$ cat src/rtl/dual_issue_scheduler_pkg.sv
// Shared defaults and MD-unit state encoding for the dual-issue scheduler.
package dual_issue_scheduler_pkg;

  localparam int REG_AW_DEF   = 5;
  localparam int NUM_REGS_DEF = 32;
  localparam int MD_LAT_DEF   = 4;
  localparam int MD_CNT_W     = 4;

  typedef enum logic {
    MD_IDLE = 1'b0,
    MD_BUSY = 1'b1
  } md_state_e;

  // Counter preload so that the unit reads busy for exactly lat cycles.
  function automatic logic [MD_CNT_W-1:0] md_load(input int lat);
    return MD_CNT_W'(lat - 1);
  endfunction

endpackage

$ cat src/rtl/sched_scoreboard.sv
// Outstanding-destination scoreboard: set on issue, clear on commit,
// with commit-bypassed hazard lookup for both decode slots.
module sched_scoreboard
  import dual_issue_scheduler_pkg::*;
#(
  parameter int REG_AW   = REG_AW_DEF,
  parameter int NUM_REGS = NUM_REGS_DEF
) (
  input  logic              i_clk,
  input  logic              i_rst,
  input  logic              set1_en,
  input  logic [REG_AW-1:0] set1_rd,
  input  logic              set2_en,
  input  logic [REG_AW-1:0] set2_rd,
  input  logic              clr1_en,
  input  logic [REG_AW-1:0] clr1_rd,
  input  logic              clr2_en,
  input  logic [REG_AW-1:0] clr2_rd,
  input  logic [REG_AW-1:0] s1_rs,
  input  logic [REG_AW-1:0] s1_rt,
  input  logic [REG_AW-1:0] s1_rd,
  input  logic              s1_we,
  input  logic [REG_AW-1:0] s2_rs,
  input  logic [REG_AW-1:0] s2_rt,
  input  logic [REG_AW-1:0] s2_rd,
  input  logic              s2_we,
  output logic              s1_hit,
  output logic              s2_hit
);

  logic [NUM_REGS-1:0] sb;
  logic [NUM_REGS-1:0] clr_mask;
  logic [NUM_REGS-1:0] set_mask;
  logic [NUM_REGS-1:0] sb_byp;

  // Register 0 is hard-wired, so it is never allowed into the set mask.
  always_comb begin
    clr_mask = '0;
    set_mask = '0;
    if (clr1_en) clr_mask[clr1_rd] = 1'b1;
    if (clr2_en) clr_mask[clr2_rd] = 1'b1;
    if (set1_en && (set1_rd != '0)) set_mask[set1_rd] = 1'b1;
    if (set2_en && (set2_rd != '0)) set_mask[set2_rd] = 1'b1;
  end

  assign sb_byp = sb & ~clr_mask;

  assign s1_hit = sb_byp[s1_rs] | sb_byp[s1_rt] | (s1_we & sb_byp[s1_rd]);
  assign s2_hit = sb_byp[s2_rs] | sb_byp[s2_rt] | (s2_we & sb_byp[s2_rd]);

  // Set is applied after clear so a same-cycle set wins.
  always_ff @(posedge i_clk or posedge i_rst) begin
    if (i_rst) sb <= '0;
    else       sb <= sb_byp | set_mask;
  end

endmodule

$ cat src/rtl/dual_issue_scheduler.sv
// In-order dual-issue controller: hazard-gated acks, MD-unit arbitration, execute CEs.
// Optional performance counters are built when SCHED_PERF_EN is defined.
module dual_issue_scheduler
  import dual_issue_scheduler_pkg::*;
#(
  parameter int REG_AW   = REG_AW_DEF,
  parameter int NUM_REGS = NUM_REGS_DEF,
  parameter int MD_LAT   = MD_LAT_DEF
) (
  input  logic              i_clk,
  input  logic              i_rst,
  input  logic              ds1_i_valid,
  input  logic [REG_AW-1:0] ds1_i_rs,
  input  logic [REG_AW-1:0] ds1_i_rt,
  input  logic [REG_AW-1:0] ds1_i_rd,
  input  logic              ds1_i_we,
  input  logic              ds1_i_md,
  input  logic              ds2_i_valid,
  input  logic [REG_AW-1:0] ds2_i_rs,
  input  logic [REG_AW-1:0] ds2_i_rt,
  input  logic [REG_AW-1:0] ds2_i_rd,
  input  logic              ds2_i_we,
  input  logic              ds2_i_md,
  input  logic              cd1_i_we,
  input  logic [REG_AW-1:0] cd1_i_rd,
  input  logic              cd2_i_we,
  input  logic [REG_AW-1:0] cd2_i_rd,
  output logic              ds1_o_ack,
  output logic              ds2_o_ack,
  output logic              es1_o_ce,
  output logic              es2_o_ce,
  output logic              o_md_busy
`ifdef SCHED_PERF_EN
  ,
  output logic [31:0]       o_stall_raw_cnt,
  output logic [31:0]       o_stall_md_cnt,
  output logic [31:0]       o_dual_cnt
`endif
);

  md_state_e             md_state, md_state_nxt;
  logic [MD_CNT_W-1:0]   md_cnt, md_cnt_nxt;
  logic                  hit1, hit2;
  logic                  md_free;
  logic                  raw_pair, waw_pair;
  logic                  md_issue;

  sched_scoreboard #(
    .REG_AW   (REG_AW),
    .NUM_REGS (NUM_REGS)
  ) u_sb (
    .i_clk   (i_clk),
    .i_rst   (i_rst),
    .set1_en (ds1_o_ack & ds1_i_we),
    .set1_rd (ds1_i_rd),
    .set2_en (ds2_o_ack & ds2_i_we),
    .set2_rd (ds2_i_rd),
    .clr1_en (cd1_i_we),
    .clr1_rd (cd1_i_rd),
    .clr2_en (cd2_i_we),
    .clr2_rd (cd2_i_rd),
    .s1_rs   (ds1_i_rs),
    .s1_rt   (ds1_i_rt),
    .s1_rd   (ds1_i_rd),
    .s1_we   (ds1_i_we),
    .s2_rs   (ds2_i_rs),
    .s2_rt   (ds2_i_rt),
    .s2_rd   (ds2_i_rd),
    .s2_we   (ds2_i_we),
    .s1_hit  (hit1),
    .s2_hit  (hit2)
  );

  assign md_free  = (md_state == MD_IDLE);
  assign raw_pair = ds1_i_we && (ds1_i_rd != '0) &&
                    ((ds1_i_rd == ds2_i_rs) || (ds1_i_rd == ds2_i_rt));
  assign waw_pair = ds1_i_we && ds2_i_we && (ds1_i_rd != '0) && (ds1_i_rd == ds2_i_rd);

  // Slot 2 is only considered once the older slot is known to issue.
  assign ds1_o_ack = !i_rst && ds1_i_valid && !hit1 && (!ds1_i_md || md_free);
  assign ds2_o_ack = ds1_o_ack && ds2_i_valid && !hit2 && !raw_pair && !waw_pair &&
                     !(ds1_i_md && ds2_i_md) && (!ds2_i_md || md_free);

  assign md_issue  = (ds1_o_ack && ds1_i_md) || (ds2_o_ack && ds2_i_md);
  assign o_md_busy = (md_state == MD_BUSY);

  always_comb begin
    md_state_nxt = md_state;
    md_cnt_nxt   = md_cnt;
    case (md_state)
      MD_IDLE: begin
        if (md_issue) begin
          md_state_nxt = MD_BUSY;
          md_cnt_nxt   = md_load(MD_LAT);
        end
      end
      MD_BUSY: begin
        if (md_cnt == '0) md_state_nxt = MD_IDLE;
        else              md_cnt_nxt   = md_cnt - MD_CNT_W'(1);
      end
    endcase
  end

  // Stage boundary: issue decision to execute clock-enables and MD state.
  always_ff @(posedge i_clk or posedge i_rst) begin
    if (i_rst) begin
      md_state <= MD_IDLE;
      md_cnt   <= '0;
      es1_o_ce <= 1'b0;
      es2_o_ce <= 1'b0;
    end else begin
      md_state <= md_state_nxt;
      md_cnt   <= md_cnt_nxt;
      es1_o_ce <= ds1_o_ack;
      es2_o_ce <= ds2_o_ack;
    end
  end

`ifdef SCHED_PERF_EN
  function automatic logic [31:0] sat_inc(input logic [31:0] v);
    return (v == '1) ? v : v + 32'd1;
  endfunction

  always_ff @(posedge i_clk or posedge i_rst) begin
    if (i_rst) begin
      o_stall_raw_cnt <= '0;
      o_stall_md_cnt  <= '0;
      o_dual_cnt      <= '0;
    end else begin
      if (ds1_i_valid && hit1)                o_stall_raw_cnt <= sat_inc(o_stall_raw_cnt);
      if (ds1_i_valid && ds1_i_md && !md_free) o_stall_md_cnt  <= sat_inc(o_stall_md_cnt);
      if (ds1_o_ack && ds2_o_ack)             o_dual_cnt      <= sat_inc(o_dual_cnt);
    end
  end
`endif

endmodule

$ cat config.mk
export PLATFORM = sky130hd
export DESIGN_NAME = dual_issue_scheduler
export DESIGN_NICKNAME = d
export VERILOG_FILES = /design/src/rtl/dual_issue_scheduler_pkg.sv /design/src/rtl/sched_scoreboard.sv /design/src/rtl/dual_issue_scheduler.sv
export SDC_FILE = /design/constraint.sdc
export NUM_CORES = 1
export LEC_CHECK = 0
export CORE_ASPECT_RATIO = 1.4
export CORE_MARGIN = 2
export CORE_UTILIZATION = 42
export DETAILED_ROUTE_END_ITERATION = 12
export HOLD_SLACK_MARGIN = 0.08
export PLACE_DENSITY = 0.67
export SYNTH_ARGS = -nofsm -noshare
export SYNTH_HDL_FRONTEND = slang
export SYNTH_SLANG_ARGS = --single-unit
$ cat constraint.sdc
create_clock -name i_clk -period 8.55 [get_ports i_clk]
set_input_delay 1.71 -clock i_clk [delete_from_list [all_inputs] [get_ports i_clk]]
set_output_delay 1.71 -clock i_clk [all_outputs]
set_load 0.05 [all_outputs]
Word level (Yosys, flattened, before mapping)
Index checks and enable logic that the tools add are counted.
Widths: inputs -> output; s select.
Cells by class
  $add $sub $neg: 1
  magnitude comparators: 12
  bitwise gates (word level): 14
  multiplexer cells: 30
  reductions and logical operators: 39
  equal/unequal tests: 5
Operators by type and width (number)
  $mux 32: 4
  $or 32x32->32: 3
  $lt 5x6->1 const B: 8
  $and 32x32->32: 1
  $not 32->32: 1
  $bmux 1 s5: 6
  $logic_and 1x1->1: 23
  $demux 1 s5: 4
  $ge 5x1->1 const B: 4
  $eq 5x5->1: 3
  $mux 1: 12
  $reduce_bool 5->1: 2
  $logic_not 1->1: 8
  $mux 4: 2
  $pmux 4 s2: 1
  $and 1x1->1: 4
  $logic_not 4->1: 1
  $logic_or 1x1->1: 4
  $or 1x1->1: 4
  $sub 4x1->4 const B: 1
  $ne 2x1->1 const B: 1
  $ne 2x2->1 const B: 1
  $pmux 1 s2: 1
  $reduce_and 2->1: 1
  $not 1->1: 1
Word-level totals
  input port bits: 50
  register bits: 39
  logic and storage cells: 106

Longest topological paths before layout
  word-level depth: 26
  depth in mapped cells: 12
  depth with buffers taken out: 9

Cells and area by module
Synthesis repeated with hierarchy kept, for this count alone.
Unflattened totals
  cell total of the unflattened synthesis: 506
  area, all modules: 4310.4 µm²
Modules (own cells, without submodules)
  sched_scoreboard: times used 1, area each 3721.1 µm², cells an instance 438
  dual_issue_scheduler: times used 1, area each 589.3 µm², cells an instance 68

Worst setup path after synthesis
OpenSTA, ideal clock, no wires.
  path type: input port to output port
  start: input port cd1_i_rd[1]
  end: output port ds2_o_ack
  required time: 6.840 ns
  arrival time: 4.553 ns
  slack: 2.287 ns
  stages on the path: 10
  cells stage by stage: buf_2 > or4b_4 > o21ai_2 > nor2_1 > mux4_2 > a311oi_1 > a211oi_1 > nor2_4 > clkbuf_1 > and3_1
On the way
  cells in the longest elaborated chain, start to end: 22
  elaborated cells between the ends (all ways): 38
Ends and longest elaborated chain
  from (decl): line dual_issue_scheduler.sv:25  | input logic [REG_AW-1:0] cd1_i_rd,
  $lt 5x6->1 (not written as such) / $ge 5x1->1 (equally long branches): line sched_scoreboard.sv:40  | if (clr1_en) clr_mask[clr1_rd] = 1'b1;
  $logic_and 1x1->1 (not written as such): line sched_scoreboard.sv:40
  $mux 1 (not written as such): line sched_scoreboard.sv:40
  $demux 1 s5 *
  $mux 32 *: line sched_scoreboard.sv:40
  $or 32x32->32 (no source line)
  $mux 32 *: line sched_scoreboard.sv:41  | if (clr2_en) clr_mask[clr2_rd] = 1'b1;
  $not 32->32 *: line sched_scoreboard.sv:46  | assign sb_byp = sb & ~clr_mask;
  [2 not listed]
  $mux 1 (not written as such): line sched_scoreboard.sv:48  | assign s1_hit = sb_byp[s1_rs] | sb_byp[s1_rt] | (s1_we & sb_byp[s1_rd]);
  $or 1x1->1 / $and 1x1->1 (equally long branches): line sched_scoreboard.sv:48
  $or 1x1->1: line sched_scoreboard.sv:48
  $logic_not 1->1: line dual_issue_scheduler.sv:80  | assign ds1_o_ack = !i_rst && ds1_i_valid && !hit1 && (!ds1_i_md || md_free);
  $logic_and 1x1->1 (2 in series): line dual_issue_scheduler.sv:80
  $logic_and 1x1->1: line dual_issue_scheduler.sv:81  | assign ds2_o_ack = ds1_o_ack && ds2_i_valid && !hit2 && !raw_pair && !waw_pair &&
  $logic_and 1x1->1 * (4 in series): line dual_issue_scheduler.sv:81
  $logic_and 1x1->1 *: line dual_issue_scheduler.sv:82  | !(ds1_i_md && ds2_i_md) && (!ds2_i_md || md_free);
  to (decl): line dual_issue_scheduler.sv:29  | output logic ds2_o_ack,
Mark *: on every way between the ends. The rest lies on a longest branch, timed or not. The select of a mux whose other input is x is not followed.

Final worst setup path
  start: input port cd1_i_rd[1]
  end: output port ds1_o_ack
On the way
  cells in the longest elaborated chain, start to end: 16
  elaborated cells between the ends (all ways): 22
Ends and longest elaborated chain
  $lt 5x6->1 (not written as such) / $ge 5x1->1 (equally long branches): line sched_scoreboard.sv:40
  $logic_and 1x1->1 (not written as such): line sched_scoreboard.sv:40
  $mux 1 (not written as such): line sched_scoreboard.sv:40
  $demux 1 s5 *
  $mux 32 *: line sched_scoreboard.sv:40
  $or 32x32->32 (no source line)
  $mux 32 *: line sched_scoreboard.sv:41
  $not 32->32 *: line sched_scoreboard.sv:46
  $and 32x32->32 *: line sched_scoreboard.sv:46
  $bmux 1 s5: line sched_scoreboard.sv:48
  $mux 1 (not written as such): line sched_scoreboard.sv:48
  $or 1x1->1 / $and 1x1->1 (equally long branches): line sched_scoreboard.sv:48
  $or 1x1->1 *: line sched_scoreboard.sv:48
  $logic_not 1->1 *: line dual_issue_scheduler.sv:80
  $logic_and 1x1->1 * (2 in series): line dual_issue_scheduler.sv:80
  to (decl): line dual_issue_scheduler.sv:28  | output logic ds1_o_ack,
Marks and branches as above.

==> summary.txt <==
Critical path
  – R2R setup slack: 4.05 ns
  – Setup crit end kind: output port
  – Reg2reg start: u_sb.sb[9]$_DFF_PP0_
  – Startpoint types: input pin
  – CP Data Required Time: 6.84 ns
  – Crit path kind: in -> out
  – CP Max Fanout: 12
  – Worst path arrival time: 6.03 ns
  – End of the worst register-to-register path: u_sb.sb[16]$_DFF_PP0_
  – R2R depth: 8

Power
  – Max IR drop VDD: 0.1237 mV
  – Sequential share of power: 29.5%
  – Switching Share: 41.78%
  – Int Power: 441.1 uW
  – Switch Pwr: 316.6 uW
  – Logic gate share of total power: 44.3%
  – Cell leakage power: 0.002043 uW
  – Power Dens Cells: 130.4 nW/um^2
  – Clock power frac: 26.2%

Synthesis
  – Synth top area share: 19.58%
  – Synth top cells by count: nor2_1, nand2_1, clkbuf_1
  – Synthesized instance count: 664
  – Most common cell in the netlist: nor2_1
  – Register area share after synthesis: 19.58%
  – Most used DFF post-synth: dfrtp_1
  – Syn nets: 715
  – Synth area leaders: dfrtp_1, nor2_1, o31ai_1
  – Register bit total from synthesis: 39
  – Mapped Area: 4985 um^2
  – Syn_area_per_cell: 7.507 um^2
  – Post-synth EDFFs: 0
  – Cell taking the most area after synthesis: dfrtp_1
  – Synth async-reset ratio: 100.0%
  – Netlist cell types: 77
  – Yosys warning total: 0

Final layout
  – Layout Cells excl Fill: 836
  – Area Overhead vs Synth: 16.52%
  – Layout cells sized above 1: 9.289%
  – Layout Nets: 739
  – # diodes: 0

Clocking
  – Hold Buf Count CTS: 0
  – TritonCTS Buffers: 5
  – Clk root buf: clkbuf_16
  – Register clock-pin slew on the reported worst setup and hold paths: 0.06 ns
  – CTS Sinks: 39
  – Clk_lat worst skew: 0.29 ns
  – CTS tree: done
  – CTS max path bufs: 2
  – Post_cts resized: 0
  – Setup Fix Bufs, Post-CTS: 0
  – H-Tree Level Count: 2

STA
  – Crit share post-route: 90.51%
  – Final setup fails: 0
  – Fin Setup TNS: 0 ns
  – Final hold violations: 0
  – Max Slew Vio Count: 0
  – Tmin final: 7.739 ns
  – Final worst slack: 0.8113 ns
  – Max_slew headroom: 30.59%
  – Skew final: 0.002847 ns
  – FMAX: 0.1292 GHz
  – Worst-Margin Slew: 1.041 ns
  – RSZ-0062 raised after global routing: false

Global route
  – Largest net degree at the start of global routing: 41
  – GRT Resource Usage Total: 40.52%
  – Initial antenna violation count: 0
  – Vias in the first global route: 5888
  – Grt ovf: 0
  – First-pass GRT wire length: 37580 um

Die
  – Starting Density: 42.60%
  – Row cnt: 47
  – Core Box Area: 11700 um^2
  – Die Height: 132.9 um
  – DIE AREA: 12770 um^2
  – Top-level I/O count: 55
  – DIE WIDTH: 96.08 um

Route
  – Routed WL per cell: 30.84 um
  – Residual DRC: 0
  – Vias per inst: 7.660
  – Routed via count: 6404
  – Iteration-0 DRC Markers: 1097
  – Antenna-violating nets left: 0
  – Pre-antenna DRT Iters: 7
  – Final WL: 25780 um

Placed design
  – PortBufs: 54
  – Placed insts: 828
  – Final GP Congestion: 1.090
  – DP HPWL: 19250 um
  – Dpl ws: 0.9312 ns

Worst hold path
  – Worst Hold Launch: md_cnt[1]$_DFFE_PP0P_
  – Hold depth: 2
  – WHS Endpoint: md_cnt[1]$_DFFE_PP0P_
  – Hold Path Class: reg -> reg

Status
  – Status: finished, final reports clean

Flow run
  – Max-cap violations: 0
[sequential cells by signal, indices dropped and copies added, names as in the netlist]
signal	cells
o_md_busy	1
md_cnt	4
es2_o_ce	1
u_sb.sb	32
es1_o_ce	1
[cells in the final DEF, fill, tap and decap left out, types with 15 or more instances in the layout]
| master | synthesis | final |
|---|---|---|
| a21oi_1 | 16 | 16 |
| o21ai_1 | 17 | 17 |
| nand3_1 | 22 | 22 |
| nor2_1 | 66 | 66 |
| nand2b_1 | 15 | 15 |
| o31ai_1 | 31 | 31 |
| nor3_1 | 19 | 19 |
| xnor2_1 | 15 | 15 |
| buf_4 | 1 | 24 |
| o21ai_0 | 20 | 20 |
| clkdlybuf4s50_1 | 0 | 54 |
| inv_1 | 25 | 25 |
| nand2_1 | 55 | 55 |
| a41oi_1 | 18 | 18 |
| o221ai_1 | 25 | 25 |
| dfrtp_1 | 39 | 39 |
[cell families after synthesis]
group                    share of synthesized area [%]
multiplexers                                     6.325
AND/OR/NAND/NOR                                  28.72
buffers and inverters                            7.103
XOR/XNOR                                         3.163
adder cells (fa/ha/maj)                         0.2510
flip-flops                                       19.58
AO/OA/AOI/OAI                                    34.87
[critical path, stage by stage]
cell and delay [ns]:
clkdlybuf4s50_1 0.59, nand4bb_1 0.29, o21ai_1 0.63, nor2_1 0.38, mux4_2 0.53, o2111a_1 0.28
nor4_4 0.47, nand2_1 0.23, inv_1 0.11, clkdlybuf4s50_1 0.80
[worst max-delay path by stage]
stage | start | end | slack (ns) | cells past startpoint
4_1_cts | cd1_i_we | ds2_o_ack | 0.91 | 11
6_report | cd1_i_rd[1] | ds1_o_ack | 0.81 | 10
3_3_place_gp | cd2_i_rd[2] | ds2_o_ack | 0.94 | 11
2_1_floorplan | cd1_i_rd[1] | ds2_o_ack | 2.29 | 10
3_5_place_dp | cd1_i_we | ds2_o_ack | 0.93 | 11
5_1_grt | cd1_i_rd[1] | ds1_o_ack | 0.71 | 10
[per-layer routing]
| metal | global-route usage [%] | part of all wire [%] | wire, um |
|---|---|---|---|
| met5 | 0 | 0 | 0 |
| met4 | 29.52 | 10 | 2640 |
| met3 | 9.567 | 11 | 2938 |
| met2 | 60.69 | 44 | 11290 |
| met1 | 49.71 | 35 | 8912 |
[metrics by stage]
stage	area, um^2	power [uW]	hold WS [ns]	utilization (%)
2_1_floorplan	4985	421.4	0.4900	-
3_3_place_gp	5653	549.5	0.5640	48.31
3_5_place_dp	5653	548.4	0.5370	48.31
4_1_cts	5808	749.1	0.5516	49.63
5_1_grt	5808	788.2	0.5867	49.63
6_report	5808	757.7	0.5425	49.63
[power groups by stage]
stage / combinational (uW) / sequential [uW] / clock [uW]
2_1_floorplan: 193 / 228 / 0
3_3_place_gp: 323 / 226 / 0
6_report: 335 / 224 / 199
3_5_place_dp: 322 / 227 / 0
4_1_cts: 323 / 223 / 203
5_1_grt: 355 / 225 / 209
[layout make-up]
type / count / area, um^2
Multi-Input combinational cell: 535 / 3664
Clock inverter: 2 / 16.27
Fill cell: 1205 / 5894
Tap cell: 147 / 183.9
Inverter: 29 / 108.9
Clock buffer: 6 / 138.9
Sequential cell: 39 / 975.9
Timing Repair Buffer: 78 / 720.7
No activity file was read; power rests on OpenSTA's default activity.
